`config.mk`:
```
export PLATFORM = sky130hd
export DESIGN_NAME = bcd_hex_display_ctrl_flat
export DESIGN_NICKNAME = d
export VERILOG_FILES = /design/src/rtl/bcd_hex_display_ctrl_if.sv /design/src/rtl/bcd_hex_display_ctrl.sv /design/src/flat_wrapper.sv
export SDC_FILE = /design/constraint.sdc
export NUM_CORES = 1
export LEC_CHECK = 0
export CORE_MARGIN = 2
export CORE_UTILIZATION = 40
export CTS_CLUSTER_SIZE = 40
export DETAILED_ROUTE_END_ITERATION = 7
export GPL_TIMING_DRIVEN = 1
export PLACE_DENSITY = 0.59
export SLEW_MARGIN = 20
export SYNTH_ARGS = -nofsm -noshare
export SYNTH_HDL_FRONTEND = slang
export SYNTH_SLANG_ARGS = --single-unit
```
`constraint.sdc`:
```
create_clock -name clk -period 2.3 [get_ports clk]
set_clock_uncertainty 0.05 [all_clocks]
set_input_delay 0.46 -clock clk [delete_from_list [all_inputs] [get_ports clk]]
set_output_delay 0.46 -clock clk [all_outputs]
set_load 0.02 [all_outputs]
```
`src/rtl/bcd_hex_display_ctrl_if.sv`:
```
// Bus between the BCD source and the three-digit HEX display stage.
// The source drives the digit load and blink enable; the display returns segments and the error flag.
interface bcd_hex_display_ctrl_if;
  logic       load_i;
  logic [3:0] hundreds_i;
  logic [3:0] tens_i;
  logic [3:0] ones_i;
  logic       blink_en_i;
  logic [7:0] hex2_o;
  logic [7:0] hex1_o;
  logic [7:0] hex0_o;
  logic       err_o;

  modport master (
    output load_i, hundreds_i, tens_i, ones_i, blink_en_i,
    input  hex2_o, hex1_o, hex0_o, err_o
  );

  modport slave (
    input  load_i, hundreds_i, tens_i, ones_i, blink_en_i,
    output hex2_o, hex1_o, hex0_o, err_o
  );
endinterface

```
`src/rtl/bcd_hex_display_ctrl.sv`:
```
// Latches a 3-digit BCD value and drives three active-low 7-segment displays
// with optional leading-zero blanking, invalid-digit flagging and blinking.
module bcd_hex_display_ctrl #(
  parameter int CLK_HZ   = 50_000_000,
  parameter int BLINK_HZ = 2,
  parameter int BLANK_LZ = 1
) (
  input  logic                  clk,
  input  logic                  rst_n,
  bcd_hex_display_ctrl_if.slave bus
);
  localparam int NUM_DIG  = 3;
  localparam int HALF_RAW = CLK_HZ / (2 * BLINK_HZ);
  localparam int HALF     = (HALF_RAW < 1) ? 1 : HALF_RAW;
  localparam int PW       = $clog2(HALF) + 1;
  localparam logic [PW-1:0] TC = PW'(HALF - 1);

  typedef enum logic [1:0] {EMPTY, ON, OFF} state_e;

  state_e                      state_q, state_d;
  logic [PW-1:0]               presc_q, presc_d;
  logic [NUM_DIG-1:0][3:0]     dig_q, dig_d;   // [2]=hundreds, [0]=ones
  logic [NUM_DIG-1:0][7:0]     hex_q, hex_d;
  logic                        err_q, err_d;
  logic [NUM_DIG-1:0]          blank;
  logic                        tc;

  function automatic logic [7:0] seg7(input logic [3:0] d);
    case (d)
      4'd0:    seg7 = 8'hC0;
      4'd1:    seg7 = 8'hF9;
      4'd2:    seg7 = 8'hA4;
      4'd3:    seg7 = 8'hB0;
      4'd4:    seg7 = 8'h99;
      4'd5:    seg7 = 8'h92;
      4'd6:    seg7 = 8'h82;
      4'd7:    seg7 = 8'hF8;
      4'd8:    seg7 = 8'h80;
      4'd9:    seg7 = 8'h90;
      default: seg7 = 8'h86;
    endcase
  endfunction

  assign tc = (presc_q == TC);

  // A load always wins, so a fresh value is shown for a full half-period.
  always_comb begin
    state_d = state_q;
    presc_d = presc_q;
    dig_d   = dig_q;
    if (bus.load_i) begin
      dig_d   = {bus.hundreds_i, bus.tens_i, bus.ones_i};
      state_d = ON;
      presc_d = '0;
    end else begin
      case (state_q)
        EMPTY: ;
        ON: begin
          if (!bus.blink_en_i) begin
            presc_d = '0;
          end else if (tc) begin
            presc_d = '0;
            state_d = OFF;
          end else begin
            presc_d = presc_q + PW'(1);
          end
        end
        OFF: begin
          if (!bus.blink_en_i || tc) begin
            presc_d = '0;
            state_d = ON;
          end else begin
            presc_d = presc_q + PW'(1);
          end
        end
        default: begin
          state_d = EMPTY;
          presc_d = '0;
        end
      endcase
    end
  end

  // Only hundreds and tens can be blanked; ones always shows.
  assign blank = {(BLANK_LZ != 0) && (dig_q[2] == 4'd0),
                  (BLANK_LZ != 0) && (dig_q[2] == 4'd0) && (dig_q[1] == 4'd0),
                  1'b0};

  for (genvar g = 0; g < NUM_DIG; g++) begin : g_dig
    assign hex_d[g] = (state_q == ON && !blank[g]) ? seg7(dig_q[g]) : 8'hFF;
  end

  always_comb begin
    err_d = 1'b0;
    for (int i = 0; i < NUM_DIG; i++) begin
      if (dig_q[i] > 4'd9) err_d = 1'b1;
    end
  end

  always_ff @(posedge clk or negedge rst_n) begin
    if (!rst_n) begin
      state_q <= EMPTY;
      presc_q <= '0;
      dig_q   <= '0;
      hex_q   <= {NUM_DIG{8'hFF}};
      err_q   <= 1'b0;
    end else begin
      state_q <= state_d;
      presc_q <= presc_d;
      dig_q   <= dig_d;
      hex_q   <= hex_d;
      err_q   <= err_d;
    end
  end

  assign bus.hex2_o = hex_q[2];
  assign bus.hex1_o = hex_q[1];
  assign bus.hex0_o = hex_q[0];
  assign bus.err_o  = err_q;
endmodule

```
`src/flat_wrapper.sv`:
```
// flat-port wrapper written by rule: the top's interface ports become plain ports
module bcd_hex_display_ctrl_flat 
#(
  parameter int CLK_HZ   = 50_000_000,
  parameter int BLINK_HZ = 2,
  parameter int BLANK_LZ = 1
)
  (clk, rst_n, bus_load_i, bus_hundreds_i, bus_tens_i, bus_ones_i, bus_blink_en_i, bus_hex2_o, bus_hex1_o, bus_hex0_o, bus_err_o);
  bcd_hex_display_ctrl_if bus_i ();
  input  logic clk;
  input  logic rst_n;
  input wire logic [$bits(bus_i.load_i)-1:0] bus_load_i;
  input wire logic [$bits(bus_i.hundreds_i)-1:0] bus_hundreds_i;
  input wire logic [$bits(bus_i.tens_i)-1:0] bus_tens_i;
  input wire logic [$bits(bus_i.ones_i)-1:0] bus_ones_i;
  input wire logic [$bits(bus_i.blink_en_i)-1:0] bus_blink_en_i;
  output wire logic [$bits(bus_i.hex2_o)-1:0] bus_hex2_o;
  output wire logic [$bits(bus_i.hex1_o)-1:0] bus_hex1_o;
  output wire logic [$bits(bus_i.hex0_o)-1:0] bus_hex0_o;
  output wire logic [$bits(bus_i.err_o)-1:0] bus_err_o;
  assign bus_i.load_i = bus_load_i;
  assign bus_i.hundreds_i = bus_hundreds_i;
  assign bus_i.tens_i = bus_tens_i;
  assign bus_i.ones_i = bus_ones_i;
  assign bus_i.blink_en_i = bus_blink_en_i;
  assign bus_hex2_o = bus_i.hex2_o;
  assign bus_hex1_o = bus_i.hex1_o;
  assign bus_hex0_o = bus_i.hex0_o;
  assign bus_err_o = bus_i.err_o;
  bcd_hex_display_ctrl #(.CLK_HZ(CLK_HZ), .BLINK_HZ(BLINK_HZ), .BLANK_LZ(BLANK_LZ)) u_core (.clk(clk), .rst_n(rst_n), .bus(bus_i));
endmodule
```
# After elaboration in Yosys (flattened, before gate mapping)
# Memories as Yosys holds them, arrays and structs flattened.
# Index checks and enable logic that the tools add are counted.
# W data, S select, Z words.
dict set report op_classes {
  addsub 1
  magnitude_cmp 3
  n_eq_ne 7
  mux 16
  reduce_logical 11
}
# op count
set op_table {}
lappend op_table {{$mux W25} 4}
lappend op_table {{$pmux W25 S3} 1}
lappend op_table {{$add A25 B1 Y25 const B} 1}
lappend op_table {{$eq A25 B24 Y1 const B} 1}
lappend op_table {{$mux W8} 3}
lappend op_table {{$gt A4 B4 Y1 const B} 3}
lappend op_table {{$logic_not A4 Y1} 2}
lappend op_table {{$mux W2} 4}
lappend op_table {{$ne A3 B2 Y1 const B} 2}
lappend op_table {{$pmux W2 S3} 1}
lappend op_table {{$reduce_and A4 Y1} 1}
lappend op_table {{$logic_and A1 B1 Y1} 3}
lappend op_table {{$logic_not A1 Y1} 3}
lappend op_table {{$mux W1} 3}
lappend op_table {{$ne A3 B3 Y1 const B} 1}
lappend op_table {{$eq A2 B1 Y1 const B} 1}
lappend op_table {{$eq A2 B2 Y1 const B} 1}
lappend op_table {{$logic_not A2 Y1} 1}
lappend op_table {{$ne A2 B2 Y1 const B} 1}
lappend op_table {{$logic_or A1 B1 Y1} 1}
dict set report word_totals {
  register_bits 64
  romBits 336
  out_inout_bits 25
  wordCells 50
  n_memories 3
}
# memory words width rd rd_clocked_by_memory_dff wr line
set mem_list {}
lappend mem_list {{(no name shown)} 16 7 1 0 0 bcd_hex_display_ctrl.sv:29} ;# case (d)
lappend mem_list {{(no name shown)} 16 7 1 0 0 bcd_hex_display_ctrl.sv:29}
lappend mem_list {{(no name shown)} 16 7 1 0 0 bcd_hex_display_ctrl.sv:29}

# Logic depth before layout (Yosys ltp)
# Gate-level depths: netlist (run 1).
dict set report depth {
  word_depth 5
  depth_mapped 8
}

# Worst setup path after synthesis (run 1)
# OpenSTA, ideal clock, no wires.
dict set report synth_path {
  kind {reg2reg}
  startpoint {register u_core.state_q[0]}
  endpoint {register u_core.presc_q[14]}
  setup_time_ns 0.082
  arrival_time_ns 1.937
  required_ns 2.168
  setup_slack_ns 0.231
  path_stages_with_launch 8
  n_path_buf 2
  synth_period_minus_slack_ns 2.069
  path_cell_list {dfrtp_1 inv_1 ha_1 clkbuf_1 nor4_1 clkbuf_1 o211ai_1 a31oi_1}
}
dict set report synth_via {
  elab_chain_len 3
}
# item line
set synth_rtl {}
lappend synth_rtl {{from (decl)} bcd_hex_display_ctrl.sv:20} ;# state_e state_q, state_d;
lappend synth_rtl {{from (signal assigned)} bcd_hex_display_ctrl.sv:108} ;# state_q <= state_d;
lappend synth_rtl {{$eq A2 B2 Y1, or another cell as far along} bcd_hex_display_ctrl.sv:56} ;# case (state_q)
lappend synth_rtl {{$pmux W25 S3} bcd_hex_display_ctrl.sv:56}
lappend synth_rtl {{$mux W25} bcd_hex_display_ctrl.sv:51} ;# if (bus.load_i) begin
lappend synth_rtl {{to (signal assigned)} bcd_hex_display_ctrl.sv:109} ;# presc_q <= presc_d;
lappend synth_rtl {{to (decl)} bcd_hex_display_ctrl.sv:21} ;# logic [PW-1:0] presc_q, presc_d;
# Parallel ways exist; a longest one is shown, timed or not.
# A chain may end at the register's enable or synchronous reset.

# Final worst setup path (run 1)
dict set report layout_path {
  startpoint {register u_core.presc_q[0]}
  endpoint {register u_core.presc_q[13]}
}
dict set report layout_via {
  elab_chain_len 5
}
# item line
set layout_rtl {}
lappend layout_rtl {{$add A25 B1 Y25 or $eq A25 B24 Y1 (tied branches)} {bcd_hex_display_ctrl.sv:65, bcd_hex_display_ctrl.sv:73, bcd_hex_display_ctrl.sv:44}}
lappend layout_rtl {{$mux W25 or $logic_or A1 B1 Y1 (tied branches)} {bcd_hex_display_ctrl.sv:61, bcd_hex_display_ctrl.sv:69}}
lappend layout_rtl {{$mux W25, on equally long branches} {bcd_hex_display_ctrl.sv:59, bcd_hex_display_ctrl.sv:69}}
lappend layout_rtl {{$pmux W25 S3 *} bcd_hex_display_ctrl.sv:56}
lappend layout_rtl {{$mux W25 *} bcd_hex_display_ctrl.sv:51}
# Every way passes the cells marked *; elsewhere a longest branch is shown, timed or not.

==> run summary, run 1 <==
Max-slew headroom - 0.3269
GRT overflow - 0
met3 WL post-DR - 247 µm
leakage power - 0.001697 µW
via count - 2804
slew at the pin closest to its max-slew limit - 1.008 ns
TNS Setup - 0 ns
WL met2 - 3.506 mm
Clock Path Buffers - 2
initial DRC count - 166
Detail Placement HPWL - 5.173 mm
CTS clock-pin slew for the worst setup and hold paths - 0.07 ns
pre-CTS WS - 0.04279 ns
Routed Antenna Nets - 0
run status - completed
vias in the first global route - 2675
area post-placement - 3940 µm²
io pins - 41
Vias/cell - 5.424
RSZ-0062 raised after global routing - no
Post-CTS Hold Fix Bufs - 0
max-cap viol count - 0
#FFs+latches synth - 61
Tightest Hold Check Type - in -> async
final instance area - 4175 µm²
drt pass-1 iters - 4
WP data required - 2.44 ns
site row count - 33
clk sinks - 61
WL per Instance - 14.45 µm
most frequent cells in the layout - 40 x dfrtp_1, 36 x clkdlybuf4s50_1, 31 x o21ai_0, 31 x nand2_1, 31 x a31oi_1
placed cell count - 501
Syn Std Cell Area - 3378 µm²
final net count - 442
Met1 Wirelength - 3.645 mm
Final Hold Fails - 0
final WL - 7.470 mm
highest routed layer - met4
# diodes - 0
FF-to-FF Start - u_core.presc_q[0]$_DFFE_PN0P_
I/O Buffers - 37
Post-synth ARST share - 1.000
non-filler cells, final - 517
Core Footprint - 8217 µm²
number of synthesized flops with an enable pin - 0
min cycle time layout - 2.162 ns
H-tree lvl count - 3
Max Clock Freq - 462.5 MHz
Distinct cells, synth - 46
largest net degree at the start of global routing - 43
initial antenna violation count - 0
routability cong. - 0.8509
slack of the critical path - 0.1380 ns
reg2reg path depth - 6
synth warn - 0
cts bufs inserted - 9
Worst Setup Path Type - reg -> reg
die footprint - 9197 µm²
fin. max-slew vios - 0
clock root buffer - clkbuf_8
syn avg cell area - 9.332 µm²
top_reg_cell synth - dfrtp_1
Max VDD drop - 388.1 µV
DRC errors left - 0
Clock Latency Late Sink - 0.34 ns
power density cells - 918.0 nW/µm²
share of layout cells above drive strength 1 - 0.1796
worst path arrival time - 2.30 ns
most common cell after layout, fill and taps aside - dfrtp_1
Die Y - 95.90 µm
CTS tree - built
first-pass GRT wire length - 12.95 mm
Initial Utilization - 0.4111
R2R Path End - u_core.presc_q[13]$_DFFE_PN0P_
Layout area overhead - 23.59%
CP Max Fanout - 16
Crit. End Element - flop
Hold Worst Slack - 0.02083 ns
part of the cycle the worst path needs - 0.9400
FF-to-FF setup slack - 0.14 ns
Chip Width - 95.90 µm
Cells after Synth - 362
GRT Total Usage - 0.1838
CP startpoint kind - flop
Seq/Total Area, Yosys - 0.4596
final setup vio count - 0
-- flip-flops by register name (all words and copies together) (netlist names) --
signal,count
u_core.bus.err_o,1
u_core.presc_q,25
u_core.bus.hex1_o,7
u_core.bus.hex2_o,7
u_core.dig_q,12
u_core.state_q,2
u_core.bus.hex0_o,7
-- metrics by stage --
step                utilization  power [µW]
finish                   0.5081        3833
global route             0.5081        4089
CTS                      0.5059        3872
detailed placement       0.4795        2792
global placement         0.4795        2774
floorplan                     -        2274
-- how the worst max path moves through the flow --
stage,startpoint,endpoint,slack (ns),depth (start not counted)
detailed placement,bus_blink_en_i,u_core.presc_q[20]$_DFFE_PN0P_,0.04,6
global placement,bus_blink_en_i,u_core.presc_q[20]$_DFFE_PN0P_,0.11,6
floorplan,u_core.state_q[0]$_DFFE_PN0P_,u_core.presc_q[14]$_DFFE_PN0P_,0.23,7
CTS,u_core.presc_q[9]$_DFFE_PN0P_,u_core.presc_q[20]$_DFFE_PN0P_,0.11,6
finish,u_core.presc_q[0]$_DFFE_PN0P_,u_core.presc_q[13]$_DFFE_PN0P_,0.14,6
global route,u_core.presc_q[0]$_DFFE_PN0P_,u_core.presc_q[13]$_DFFE_PN0P_,0.02,6
-- metal layers --
layer / GRT usage / up-vias
met5: 0 / -
met4: 0.06905 / 0
met3: 0.04307 / 4
met2: 0.2791 / 50
met1: 0.2555 / 1336
li1: - / 1414
-- logic make-up after synthesis --
kind of cell | Yosys count | synth area share
other | 1 | 0.001110
buffers and inverters | 47 | 0.05963
AND/OR/NAND/NOR | 123 | 0.1941
AO/OA/AOI/OAI | 102 | 0.1848
flip-flops | 61 | 0.4596
adder cells (fa/ha/maj) | 19 | 0.07037
multiplexers | 9 | 0.03037
-- repair_timing --
action	4_1_cts	5_1_grt
buffers inserted	0	0
endpoints found under the hold margin	0	0
gates resized for setup	0	3
endpoints found under the setup margin	0	6
-- report_power, final --
| group | switching (µW) | internal [µW] | leakage [µW] |
|---|---|---|---|
| registers | 97.9 | 1390 | 0.000747 |
| clock network | 436 | 635 | 0.000113 |
| logic | 712 | 567 | 0.000837 |
-- synthesized netlist by cell type (2+ instances only) --
cell,instances,share of area
a211oi_1,2,0.0044
a21oi_1,15,0.022
a31oi_1,31,0.057
a41oi_1,4,0.010
and3_1,5,0.0093
and4_1,2,0.0052
buf_2,5,0.0074
buf_4,3,0.0067
clkbuf_1,17,0.019
dfrtp_1,40,0.30
dfstp_2,21,0.16
ha_1,19,0.070
inv_1,20,0.022
mux2_2,6,0.020
mux2i_1,2,0.0059
nand2_1,31,0.034
nand2b_1,2,0.0037
nand3_1,17,0.025
nand3b_1,9,0.020
nand4_1,12,0.022
nor2_1,21,0.023
nor2b_1,5,0.0093
nor3_1,5,0.0074
nor4_1,6,0.011
o211ai_1,4,0.0089
o21ai_0,31,0.046
o22ai_1,4,0.0074
o31a_1,3,0.0078
o31ai_1,2,0.0044
or4_4,2,0.0067
-- cell type report --
class	instances	area (µm²)
repair buffers	59	543.0
multi-input cells	256	1657
flip-flops and latches	61	1553
clock inverters	5	75.07
well taps	105	131.4
fillers	738	4041
clock buffers	11	141.4
inverters	20	75.07
-- worst max-delay path, stage by stage, from the launching register on --
cell     delay [ns]
dfrtp_1        0.38
ha_1           0.22
nand4_1        0.21
or4_4          0.66
buf_4          0.22
a41oi_1        0.20
a31oi_1        0.06
(Power assumes the default switching activity.)
==> run 2, diff against run 1 <==
--- a/config.mk
+++ b/config.mk
@@ -9,6 +9,7 @@
 export CORE_UTILIZATION = 40
 export CTS_CLUSTER_SIZE = 40
 export DETAILED_ROUTE_END_ITERATION = 7
+export GPL_ROUTABILITY_DRIVEN = 0
 export GPL_TIMING_DRIVEN = 1
 export PLACE_DENSITY = 0.59
 export SLEW_MARGIN = 20
==> results of run 2 <==
Same layout as run 1: the final DEF is identical, and so are final timing and power.
==> run 3, diff against run 2 <==
--- a/config.mk
+++ b/config.mk
@@ -11,7 +11,6 @@
 export DETAILED_ROUTE_END_ITERATION = 7
 export GPL_ROUTABILITY_DRIVEN = 0
 export GPL_TIMING_DRIVEN = 1
-export PLACE_DENSITY = 0.59
 export SLEW_MARGIN = 20
 export SYNTH_ARGS = -nofsm -noshare
 export SYNTH_HDL_FRONTEND = slang
==> run 3 against run 2 <==
  * Final area fell by 0.45%
  * Total power fell by 3.5%
  * Sequential power barely moved
  * Worst setup slack got worse by 0.0067 ns
  * Critical path depth did not move
  * Routed wire length rose by 1.6%
  * Largest cell class unchanged
  * Largest power group unchanged
==> run summary, run 3 (same netlist as run 1, synthesis figures left out) <==
run status - completed
buffers plus inverters on the worst setup path - 1 (unchanged)
leakage power - 0.001690 µW (-0.43%)
Clock Latency Late Sink - 0.35 ns (about the same)
Crit-path slowest cell - or4_4
drt pass-1 iters - 5 (+1)
worst path arrival time - 2.32 ns (+0.02 ns)
max reg flops - 25 (unchanged)
final setup vio count - 0 (unchanged)
cts bufs inserted - 9 (unchanged)
first-pass GRT wire length - 12.77 mm (-1.4%)
final net count - 445 (+0.68%)
vias in the first global route - 2699 (+0.90%)
# diodes - 0 (unchanged)
Detail Placement HPWL - 5.153 mm (-0.39%)
Core Footprint - 8217 µm² (unchanged)
CTS clock-pin slew for the worst setup and hold paths - 0.08 ns (about the same)
CP delay by family, top - simple AND/OR/NAND/NOR gates
part of the cycle the worst path needs - 0.9429 (+0.002900)
# fillers - 781 (+5.8%)
Tot Pwr - 3700 µW (-3.5%)
Clock Path Buffers - 2 (unchanged)
die footprint - 9197 µm² (unchanged)
Tightest Hold Check Type - in -> async
area post-placement - 3943 µm² (about the same)
TNS Setup - 0 ns (unchanged)
final WL - 7.591 mm (+1.6%)
min cycle time layout - 2.169 ns (+0.006670 ns)
RSZ-0062 raised after global routing - no
most common cell after layout, fill and taps aside - dfrtp_1
WL per Instance - 14.60 µm (+1.0%)
largest net degree at the start of global routing - 38 (-12%)
WP data required - 2.45 ns (about the same)
DRC errors left - 0 (unchanged)
initial DRC count - 132 (-20%)
Vias/cell - 5.448 (+0.45%)
H-tree lvl count - 3 (unchanged)
slew at the pin closest to its max-slew limit - 0.9720 ns (-0.03558 ns)
GRT Total Usage - 0.1784 (-0.005448)
Worst Setup Path Type - reg -> reg
via count - 2833 (+1.0%)
Largest regs - u_core.presc_q (25), u_core.dig_q (12)
final instance area - 4156 µm² (-0.45%)
Chip Width - 95.90 µm (unchanged)
fin. max-slew vios - 0 (unchanged)
CP startpoint kind - flop
io pins - 41 (unchanged)
FF-to-FF setup slack - 0.13 ns (about the same)
Crit. End Element - flop
Initial Utilization - 0.4111 (unchanged)
Die Y - 95.90 µm (unchanged)
CP Max Fanout - 7 (-9)
Stages on worst setup path - 6 (unchanged)
Final Hold Fails - 0 (unchanged)
Max Clock Freq - 461.1 MHz (-0.31%)
Routed Antenna Nets - 0 (unchanged)
Max-slew headroom - 0.3507 (+0.02377)
Layout area overhead - 23.04%
reg2reg path depth - 6 (unchanged)
CP cell instances - buf_4 -> nand4_1 -> or4_4 -> nor4_1 -> nand3b_1 -> a31oi_1
Largest Register - u_core.presc_q
max incr delay on CP - 0.64 ns (-0.02 ns)
Post-CTS Hold Fix Bufs - 0 (unchanged)
clock root buffer - clkbuf_8
most frequent cells in the layout - 40 x dfrtp_1, 36 x clkdlybuf4s50_1, 31 x o21ai_0, 31 x a31oi_1, 30 x nand2_1
GRT overflow - 0 (unchanged)
power density cells - 890.2 nW/µm² (-3.0%)
share of layout cells above drive strength 1 - 0.1855 (+0.005931)
site row count - 33 (unchanged)
I/O Buffers - 37 (unchanged)
clk sinks - 61 (unchanged)
CTS tree - built
max-cap viol count - 0 (unchanged)
Max VDD drop - 489.7 µV (+26%)
Core Util, Final - 0.5059 (-0.002284)
initial antenna violation count - 0 (unchanged)
Hold Worst Slack - 0.02238 ns (+0.001540 ns)
[run 3: cell types whose count changed in the layout (fill, tap and decap cells not counted), sizes merged]
cell      change
bufinv        -2
buf           +2
inv           +2
clkinv        -1
clkinvlp      +1
or4           +1
[run 3: worst paths after layout]
path / to / from
hold reg to reg: u_core.presc_q[19]$_DFFE_PN0P_ / u_core.presc_q[19]$_DFFE_PN0P_
setup reg to reg: u_core.presc_q[24]$_DFFE_PN0P_ / u_core.presc_q[10]$_DFFE_PN0P_
hold / removal: u_core.bus.err_o$_DFF_PN0_ / rst_n
setup / recovery: u_core.presc_q[24]$_DFFE_PN0P_ / u_core.presc_q[10]$_DFFE_PN0P_
max in group asynchronous: u_core.presc_q[16]$_DFFE_PN0P_ / rst_n
min in group clk: u_core.presc_q[19]$_DFFE_PN0P_ / u_core.presc_q[19]$_DFFE_PN0P_
[run 3: metal layers]
metal | vias up | GRT usage | share of wire
met2 | 63 | 0.2721 | 0.47
met3 | 8 | 0.02819 | 0.031
met4 | 0 | 0.07381 | 0.012
li1 | 1418 | - | -
met1 | 1344 | 0.2525 | 0.49
met5 | - | 0 | 0
[run 3: worst reg2reg max path: cells and delay by family, from the launching register on]
kind | cells | cell delay, ns
and+or+nand+nor | 4 | 1.40
DFF | 1 | 0.36
buffers and inverters | 1 | 0.14
AOI/OAI and AO/OA | 1 | 0.08
[run 3: report_power, final]
part	total, µW	leakage [µW]	switching [µW]	internal [µW]
sequential	1480	0.000747	97.6	1380
clock	919	0.0000965	459	461
combinational	1300	0.000846	719	580
[run 3: stage by stage]
step | cells | setup slack (ns)
6_report | 520 | 0.1313
3_5_place_dp | 503 | 0.02420
3_3_place_gp | 503 | 0.05074
4_1_cts | 519 | 0.01311
5_1_grt | 520 | 0.001341
2_1_floorplan | 364 | 0.2311
[run 3: final cells by class]
type / instances / area (µm²) / share of cell area
multi-input combinational: 257 / 1658 / 0.3989
sequential: 61 / 1553 / 0.3736
timing repair buffer: 61 / 545.5 / 0.1312
clock buffer: 11 / 151.4 / 0.03642
tap: 105 / 131.4 / 0.03161
inverter: 20 / 75.07 / 0.01806
clock inverter: 5 / 42.54 / 0.01023
[run 3: repair_timing]
| action | 4_1_cts | 5_1_grt |
|---|---|---|
| endpoints found under the setup margin | 0 | 15 |
| buffers inserted | 0 | 0 |
| endpoints found under the hold margin | 0 | 0 |
| gates resized for setup | 0 | 3 |
